**src/rtl/spindle_spi_master.sv**
```systemverilog
// -----------------------------------------------------------------------------
// spindle_spi_master
//
// Board-1 SPI master (mode 0, MSB first). Each request ships one DATA_W-bit
// word (muscle length) to the spindle slave on MOSI and, in the same
// full-duplex frame, collects the slave's DATA_W-bit reply (Ia firing rate)
// from MISO.
//
// Frame shape, with N = max(clkdiv,1) latched at frame start:
//   SETUP  N    : SSEL low, SCK low, MOSI already shows the MSB
//   SHIFT  64N  : 32 SCK high phases and 32 low phases. The last low phase
//                 follows the final falling edge.
//   HOLD   N    : SCK low, SSEL still low
//   GAP    N    : SSEL high before the next frame may start
// rx_valid pulses, and rx_data updates, on the edge that ends HOLD.
//
// Handshake: start is asynchronous to the frame engine. Each rising edge of
// start (after a 2-flop synchronizer) is one request. Requests are never
// back-pressured. One extra request can wait in a one-deep pending slot;
// further requests are dropped and counted in missed_cnt. rx_valid is a
// one-cycle strobe with no ready; rx_data holds its value until the next
// frame completes.
//
// Ports:
//   clk          system clock, rising edge
//   reset_n      asynchronous active-low reset
//   clkdiv       SCK half-period in clk cycles (0 acts as 1), sampled at start
//   start        frame request; its rising edge requests one frame
//   data32       word to transmit, sampled at frame start
//   MISO         serial data from the slave
//   MOSI         serial data to the slave
//   SCK          serial clock, idle low
//   SSEL         slave select, active low
//   rx_data      last received word
//   rx_valid     one-cycle pulse when rx_data updates
//   busy         high from frame start to the end of GAP
//   missed_cnt   saturating count of dropped requests
//   o_dbg_state  current FSM state (debug)
// -----------------------------------------------------------------------------
module spindle_spi_master #(
   parameter int DATA_W   = 32,
   parameter int CLKDIV_W = 24
) (
   input  logic                clk,
   input  logic                reset_n,
   input  logic [CLKDIV_W-1:0] clkdiv,
   input  logic                start,
   input  logic [DATA_W-1:0]   data32,
   input  logic                MISO,
   output logic                MOSI,
   output logic                SCK,
   output logic                SSEL,
   output logic [DATA_W-1:0]   rx_data,
   output logic                rx_valid,
   output logic                busy,
   output logic [7:0]          missed_cnt,
   output logic [2:0]          o_dbg_state
);

   typedef enum logic [2:0] {
      ST_IDLE  = 3'd0,
      ST_SETUP = 3'd1,
      ST_SHIFT = 3'd2,
      ST_HOLD  = 3'd3,
      ST_GAP   = 3'd4
   } state_t;

   localparam logic [5:0]          LP_LAST_BIT = 6'(DATA_W);
   localparam logic [5:0]          LP_LAST_M1  = 6'(DATA_W - 1);
   localparam logic [CLKDIV_W-1:0] LP_ONE      = CLKDIV_W'(1);

   state_t              r_state;
   logic                r_s1;
   logic                r_s2;
   logic                r_s3;
   logic                r_pending;
   logic [7:0]          r_missed;
   logic [CLKDIV_W-1:0] r_n;
   logic [CLKDIV_W-1:0] r_cnt;
   logic [5:0]          r_bits;
   logic [DATA_W-1:0]   r_tx;
   logic [DATA_W-1:0]   r_rx;
   logic [DATA_W-1:0]   r_rx_data;
   logic                r_sck;
   logic                r_ssel;
   logic                r_rx_valid;
   logic                r_busy;

   logic                w_req;
   logic                w_phase_end;
   logic                w_gap_done;
   logic                w_launch_pend;
   logic                w_launch_req;
   logic                w_launch;
   logic                w_req_busy;
   logic [CLKDIV_W-1:0] w_n;

   // start synchronizer plus one extra flop for rising-edge detection
   always_ff @(posedge clk or negedge reset_n) begin
      if (!reset_n) begin
         r_s1 <= 1'b0;
         r_s2 <= 1'b0;
         r_s3 <= 1'b0;
      end else begin
         r_s1 <= start;
         r_s2 <= r_s1;
         r_s3 <= r_s2;
      end
   end

   assign w_req       = r_s2 & ~r_s3;
   assign w_n         = (clkdiv == '0) ? LP_ONE : clkdiv;
   assign w_phase_end = (r_cnt == LP_ONE);
   assign w_gap_done  = (r_state == ST_GAP) && w_phase_end;

   // A waiting request launches either straight out of GAP (no idle cycle,
   // so SSEL stays high for exactly one GAP) or from IDLE. The IDLE case
   // arises when the request landed on the same edge that GAP ended.
   assign w_launch_pend = r_pending && ((r_state == ST_IDLE) || w_gap_done);
   assign w_launch_req  = w_req && (r_state == ST_IDLE) && !r_pending;
   assign w_launch      = w_launch_pend || w_launch_req;
   // Any request that does not start a frame by itself counts as "while busy"
   assign w_req_busy    = w_req && !w_launch_req;

   always_ff @(posedge clk or negedge reset_n) begin
      if (!reset_n) begin
         r_state    <= ST_IDLE;
         r_pending  <= 1'b0;
         r_missed   <= 8'd0;
         r_n        <= LP_ONE;
         r_cnt      <= LP_ONE;
         r_bits     <= 6'd0;
         r_tx       <= '0;
         r_rx       <= '0;
         r_rx_data  <= '0;
         r_sck      <= 1'b0;
         r_ssel     <= 1'b1;
         r_rx_valid <= 1'b0;
         r_busy     <= 1'b0;
      end else begin
         r_rx_valid <= 1'b0;

         // pending slot: a slot consumed this cycle can be refilled at once
         if (w_launch_pend) begin
            r_pending <= w_req_busy;
         end else if (w_req_busy) begin
            if (!r_pending) begin
               r_pending <= 1'b1;
            end else if (r_missed != 8'hFF) begin
               r_missed <= r_missed + 8'd1;
            end
         end

         if (w_launch) begin
            r_tx    <= data32;
            r_rx    <= '0;
            r_n     <= w_n;
            r_cnt   <= w_n;
            r_bits  <= 6'd0;
            r_sck   <= 1'b0;
            r_ssel  <= 1'b0;
            r_busy  <= 1'b1;
            r_state <= ST_SETUP;
         end else begin
            case (r_state)
               ST_IDLE: begin
                  r_busy <= 1'b0;
               end

               ST_SETUP: begin
                  if (w_phase_end) begin
                     // first SCK rise: MISO is captured on this same edge
                     r_sck   <= 1'b1;
                     r_rx    <= {r_rx[DATA_W-2:0], MISO};
                     r_cnt   <= r_n;
                     r_state <= ST_SHIFT;
                  end else begin
                     r_cnt <= r_cnt - LP_ONE;
                  end
               end

               ST_SHIFT: begin
                  if (w_phase_end) begin
                     r_cnt <= r_n;
                     if (r_sck) begin
                        // falling edge: present the next bit, except after
                        // the last one, where MOSI just holds
                        r_sck  <= 1'b0;
                        r_bits <= r_bits + 6'd1;
                        if (r_bits != LP_LAST_M1) begin
                           r_tx <= {r_tx[DATA_W-2:0], 1'b0};
                        end
                     end else if (r_bits == LP_LAST_BIT) begin
                        // low phase after the final falling edge is over
                        r_state <= ST_HOLD;
                     end else begin
                        r_sck <= 1'b1;
                        r_rx  <= {r_rx[DATA_W-2:0], MISO};
                     end
                  end else begin
                     r_cnt <= r_cnt - LP_ONE;
                  end
               end

               ST_HOLD: begin
                  if (w_phase_end) begin
                     r_ssel     <= 1'b1;
                     r_tx       <= '0;
                     r_rx_data  <= r_rx;
                     r_rx_valid <= 1'b1;
                     r_cnt      <= r_n;
                     r_state    <= ST_GAP;
                  end else begin
                     r_cnt <= r_cnt - LP_ONE;
                  end
               end

               ST_GAP: begin
                  if (w_phase_end) begin
                     r_busy  <= 1'b0;
                     r_state <= ST_IDLE;
                  end else begin
                     r_cnt <= r_cnt - LP_ONE;
                  end
               end

               default: begin
                  r_state <= ST_IDLE;
               end
            endcase
         end
      end
   end

   assign MOSI        = r_tx[DATA_W-1];
   assign SCK         = r_sck;
   assign SSEL        = r_ssel;
   assign rx_data     = r_rx_data;
   assign rx_valid    = r_rx_valid;
   assign busy        = r_busy;
   assign missed_cnt  = r_missed;
   assign o_dbg_state = r_state;

endmodule

```
**config.mk**
```make
export PLATFORM = sky130hd
export DESIGN_NAME = spindle_spi_master
export DESIGN_NICKNAME = d
export VERILOG_FILES = /design/src/rtl/spindle_spi_master.sv
export SDC_FILE = /design/constraint.sdc
export NUM_CORES = 1
export LEC_CHECK = 0
export BUFFER_PORTS_ARGS = -buffer_cell sky130_fd_sc_hd__buf_2
export CORE_MARGIN = 5
export CORE_UTILIZATION = 25
export CTS_CLUSTER_DIAMETER = 50
export CTS_CLUSTER_SIZE = 40
export DETAILED_ROUTE_END_ITERATION = 16
export HOLD_SLACK_MARGIN = 0.12
export MAX_ROUTING_LAYER = met4
export PLACE_DENSITY_LB_ADDON = 0.3
export SLEW_MARGIN = 10
export SYNTH_ARGS = -nofsm -noshare
export SYNTH_HDL_FRONTEND = slang
export SYNTH_SLANG_ARGS = --single-unit
```
**constraint.sdc**
```tcl
create_clock -name clk -period 4 [get_ports clk]
set_clock_uncertainty 0.1 [all_clocks]
set_input_delay 0.8 -clock clk [delete_from_list [all_inputs] [get_ports clk]]
set_output_delay 0.8 -clock clk [all_outputs]
set_load 0.1 [all_outputs]
```
After elaboration in Yosys (flattened, before gate mapping)
Cells that the tools add are included.

storage, ports and cells
  register bits after elaboration = 169
  logic and storage cells = 118
  output and inout bits = 48

operators by class
  reductions and logical operators = 31
  bitwise operators = 4
  mux-type cells = 45
  add/sub/neg operators = 3
  eq/ne operators = 19

operators by type and width
  operator                 count
  $mux W32                 10
  $pmux W32 S2             2
  $mux W24                 4
  $pmux W24 S2             1
  $ne A3 B3 Y1 const B     10
  $eq A24 B1 Y1 const B    1
  $logic_not A24 Y1        1
  $mux W6                  4
  $sub A24 B1 Y24 const B  1
  $mux W3                  7
  $pmux W3 S5              1
  $mux W1                  14
  $reduce_bool A3 Y1       4
  $reduce_and A5 Y1        2
  $reduce_bool A2 Y1       5
  $reduce_and A3 Y1        3
  $add A8 B1 Y8 const B    1
  $ne A8 B8 Y1 const B     1
  $reduce_and A7 Y1        1
  $add A6 B1 Y6 const B    1
  $eq A3 B2 Y1 const B     2
  $eq A6 B6 Y1 const B     1
  $ne A6 B5 Y1 const B     1
  $reduce_and A2 Y1        3
  other kinds (12)         21

Logic depth before layout (Yosys ltp)
  depth after elaboration = 8
  mapped depth = 10
  depth with buffers taken out = 8

Least setup slack after synthesis
No wires, ideal clock.

  path type = reg-to-reg
  start = reg r_state[1], in the netlist o_dbg_state[1]
  end = reg r_cnt[4]
  arrival time = 2.614 ns
  data required time = 3.774 ns
  library setup time = 0.126 ns
  buffers on the path = 2
  path slack = 1.160 ns
  cell stages (with the launch flop) = 9
  cell sequence = dfrtp_1 -> clkbuf_1 -> or2_2 -> nor4_1 -> a21o_1 -> a21oi_1 -> clkbuf_1 -> o21ai_0 -> o2bb2ai_1

on the way
  cells in the longest elaborated chain, start to end = 7

ends and longest elaborated chain
  element                                                              RTL line  text
  from (decl)                                                          72        state_t r_state;
  from (signal assigned)                                               127       r_state <= ST_IDLE;
  from (signal assigned)                                               163       r_state <= ST_SETUP;
  from (signal assigned)                                               176       r_state <= ST_SHIFT;
  $eq A3 B3 Y1                                                         114, 165
  $logic_and A1 B1 Y1                                                  114       assign w_gap_done = (r_state == ST_GAP) && w_phase_end;
  $logic_or A1 B1 Y1                                                   119       assign w_launch_pend = r_pending && ((r_state == ST_IDLE) || w_gap_done);
  $logic_and A1 B1 Y1                                                  119
  $logic_or A1 B1 Y1                                                   121       assign w_launch = w_launch_pend || w_launch_req;
  $ne A3 B3 Y1 (no line) / $reduce_bool A3 Y1 (equally long branches)  n/a
  $reduce_and A2 Y1 (no line)                                          n/a
  to (signal assigned)                                                 158       r_cnt <= w_n;
  to (signal assigned)                                                 175       r_cnt <= r_n;
  to (signal assigned)                                                 178       r_cnt <= r_cnt - LP_ONE;
  to (decl)                                                            79        logic [CLKDIV_W-1:0] r_cnt;

Several ways; a longest one is shown, not always the timed one.
A chain may end at the register's enable or synchronous reset.

Final worst setup path
  start = reg r_state[0], in the netlist o_dbg_state[0]
  end = reg r_tx[30]

on the way
  cells in the longest elaborated chain, start to end = 7

ends and longest elaborated chain
  element                                                              RTL line  text
  $eq A3 B3 Y1                                                         114
  $logic_and A1 B1 Y1                                                  114
  $logic_or A1 B1 Y1                                                   119
  $logic_and A1 B1 Y1                                                  119
  $logic_or A1 B1 Y1                                                   121
  $ne A3 B3 Y1 (no line) / $reduce_bool A3 Y1 (equally long branches)  n/a
  $reduce_and A5 Y1 (no line)                                          n/a
  to (signal assigned)                                                 155       r_tx <= data32;
  to (signal assigned)                                                 191       r_tx <= {r_tx[DATA_W-2:0], 1'b0};
  to (decl)                                                            81        logic [DATA_W-1:0] r_tx;

Several ways; a longest one is shown, not always the timed one.

==> summary.txt <==
Outcome
  • Status: completed

Worst setup path
  • Kind of cell adding the most delay to the critical path: compound AO/OA/AOI/OAI gates
  • Slowest-stage cell, CP: o21a_1
  • Crit-path max FO: 31
  • CP Capture Type: flip-flop
  • Cell chain of the critical path: nor2_1 -> o21a_1 -> nand2_1 -> o21a_1 -> a21o_1
  • Worst Path Required: 4.22 ns
  • Buf+Inv Stages, Crit Path: 0
  • Most common cell on crit path: o21a_1
  • Worst path max stage delay: roughly 0.75 ns
  • Setup CP Type: flip-flop to flip-flop
  • WP data arrival: 3.45 ns
  • Crit start category: flip-flop
  • Reg2Reg Setup Slack: between 0.7 and 0.8 ns

Drt
  • DRC Markers: 0
  • Routed wire length: 21520 um
  • DR WL/cell: around 17 um
  • Vias: slightly above 6000
  • Pre-Repair DR Iteration Count: 5
  • ANT nets after route: 0
  • DR vias/cell: 4.831
  • Initial drt markers: 458

Final layout
  • Layout cells sized above 1: around 24%
  • Area Growth Syn to Fin: 20.04%
  • Nets: roughly 900
  • Finished Layout Cells: around 1300
  • End-of-flow core utilization: 30.44%

Synth
  • Top-count cell post-synth: dfrtp_1
  • Largest family of logic cells by synthesized area: compound AO/OA/AOI/OAI gates
  • Ys async rst share: 100.0%
  • Yosys top cell area share: 51.79%
  • Sequential area share after synthesis: ~53%
  • Yosys cell types: 67
  • Yosys reg bits: 169
  • Synth area leader: dfrtp_1
  • Synth warn: 0
  • Most common flop cell mapped by yosys: dfrtp_1
  • Post-Synth Adder-Cell Area: 0.7799%
  • Gate Count Post-Synth: 739
  • Net count after synthesis: between 800 and 900
  • Top cells by count, synth: dfrtp_1 (166), nor2_1 (74), nand2_1 (70), a21o_1 (44)
  • Largest cells by area after synthesis: dfrtp_1 (52%), mux2_2 (4.5%), mux2i_1 (4.2%)
  • Post-Synth XOR/XNOR Area: 2.511%
  • Mean Syn Cell Area: 10.85 um2
  • Synth Area in Compound Gates: 16.88%
  • Post-synthesis mux area share: between 8 and 9%
  • Simple-gate share of the synthesized area: 15.33%
  • Synth Cell Area: about 0.008 mm2
  • Post-synth EDFFs: 0

STA
  • Final Setup Violations: 0
  • Minimum clock period: 3.228 ns
  • Period utilisation layout: 80.71%
  • Final worst setup slack: 0.7716 ns
  • Final Max Tran Viols: 0
  • Setup TNS Final: 0 ns
  • WHS: 0.2498 ns
  • RSZ-0062 raised after global routing: no
  • Relative slew slack: 21.54%
  • Final Hold Viols: 0
  • Fmax achieved: 0.3097 GHz
  • Worst Tran Pin Value: 1.177 ns

Place
  • Input/output buffers: 107
  • Post-Place Cells: between 1000 and 1500
  • DP Worst Slack: roughly 0.75 ns
  • Gp weighted congestion: 0.8503
  • HPWL after DPL: 14740 um

Global route
  • Pin count of the biggest net entering global routing: 90
  • GRT busiest layer: met2
  • Global-route wire length before repair: 34990 um
  • Vias in the first global route: 6251
  • M3 GR Usage: 3.540%
  • Aggregate global-route resource usage: 12.54%
  • Antenna violations before repair: 4
  • Routing usage on met1: between 10% and 20%
  • Congestion Overflow GR: 0
  • M2 GR Usage: 19.04%

Floorplan
  • Row cnt: 65
  • Die footprint: 0.03577 mm2
  • Die height: 189.1 um
  • Die width: about 190 um
  • Starting Density: 25.35%
  • Placeable Area: 0.03164 mm2
  • I/O pin cnt: 108

Clock tree
  • CTS tree: yes
  • Hold Buf Count CTS: 0
  • CTS Root Cell: clkbuf_16
  • Worst-skew pair later-pin latency: 0.44 ns
  • Num CTS Buffers: 17
  • H-tree Lvls: 4
  • Resize count post-CTS: 0
  • Setup bufs post-CTS: 0
  • Clock sink count: 169
  • Clock buffer depth: 2
  • Clock slew at reported path FFs: about 0.070 ns

Power
  • Peak VDD IR: 0.0004219 V
  • PD cells: 585.0 mW/mm2
  • Leak Pwr: 4.926 nW

Min path
  • Worst Hold Class: flip-flop to flip-flop

Run
  • Max-cap violations: 0
-- metrics by stage --
step	power (mW)	cell area, um2
final	5.633	9629
after global routing	5.973	9629
after CTS	5.711	9619
after detailed placement	3.976	9025
after global placement	3.946	9025
after floorplan	3.559	8021
-- registers in the layout, indices dropped and copies added (netlist names) --
signal,count
SCK,1
SSEL,1
busy,1
missed_cnt,8
o_dbg_state,3
r_bits,6
r_cnt,24
r_n,24
r_pending,1
r_rx,32
r_s1,1
r_s2,1
r_s3,1
r_tx,32
rx_data,32
rx_valid,1
-- cells in the final DEF, fill, tap and decap left out, types with 5 or more instances in the layout --
cell       instances
a21o_1            44
and3_1            11
buf_2            106
nand3_1           12
mux2_2            32
nand4_1            7
nand2_1           70
clkbuf_16         17
nor3_1            15
a21oi_1           16
a22o_1            34
nor4_1            19
a31oi_1            6
dfrtp_1          166
o21ai_0           21
ha_1               5
o2bb2ai_1          7
xnor2_1           19
inv_1             11
a211oi_1          13
mux2i_1           34
buf_4             15
nor2_1            73
-- layout make-up --
type / instances / area (um2)
antenna: 4 / 10.01
clock buffer: 20 / 456.7
clock inverter: 12 / 137.6
fill: 3308 / 22010
inverter: 11 / 41.29
multi-input combinational: 518 / 3573
sequential: 169 / 4233
tap: 402 / 503.0
timing repair buffer: 123 / 674.4
-- power breakdown --
part,leakage (nW),internal [mW],switching [mW]
Sequential,2.20,2.14,0.383
Combinational,2.44,0.543,0.869
Clock,0.288,0.962,0.739
Total,4.93,3.64,1.99
-- layer usage --
| metal | part of all wire [%] | wire length (um) |
|---|---|---|
| met1 | 47 | 10030 |
| met2 | 46 | 9829 |
| met5 | 0 | 0 |
| met4 | 2.0 | 433 |
| met3 | 5.7 | 1221 |
-- cell families (layout without fill, tap and decap cells) --
logic type               Yosys count  count (layout)
AND/OR/NAND/NOR                  245             245
flip-flops                       169             169
other                              0               4
adder cells (fa/ha/maj)            5               5
XOR/XNOR                          23              23
multiplexers                      67              67
AO/OA/AOI/OAI                    178             178
buffers and inverters             52             166
-- path summary, 6_finish.rpt --
path	from	cells past startpoint	end
setup / recovery	o_dbg_state[0]	5	r_tx[30]
hold / removal	r_s1	0	r_s2
setup reg to reg	o_dbg_state[0]	5	r_tx[30]
hold reg to reg	r_s1	0	r_s2
max in group asynchronous	reset_n	2	r_rx[21]
min in group asynchronous	reset_n	1	rx_data[7]
Note: power is estimated with default switching activity, not from simulation.
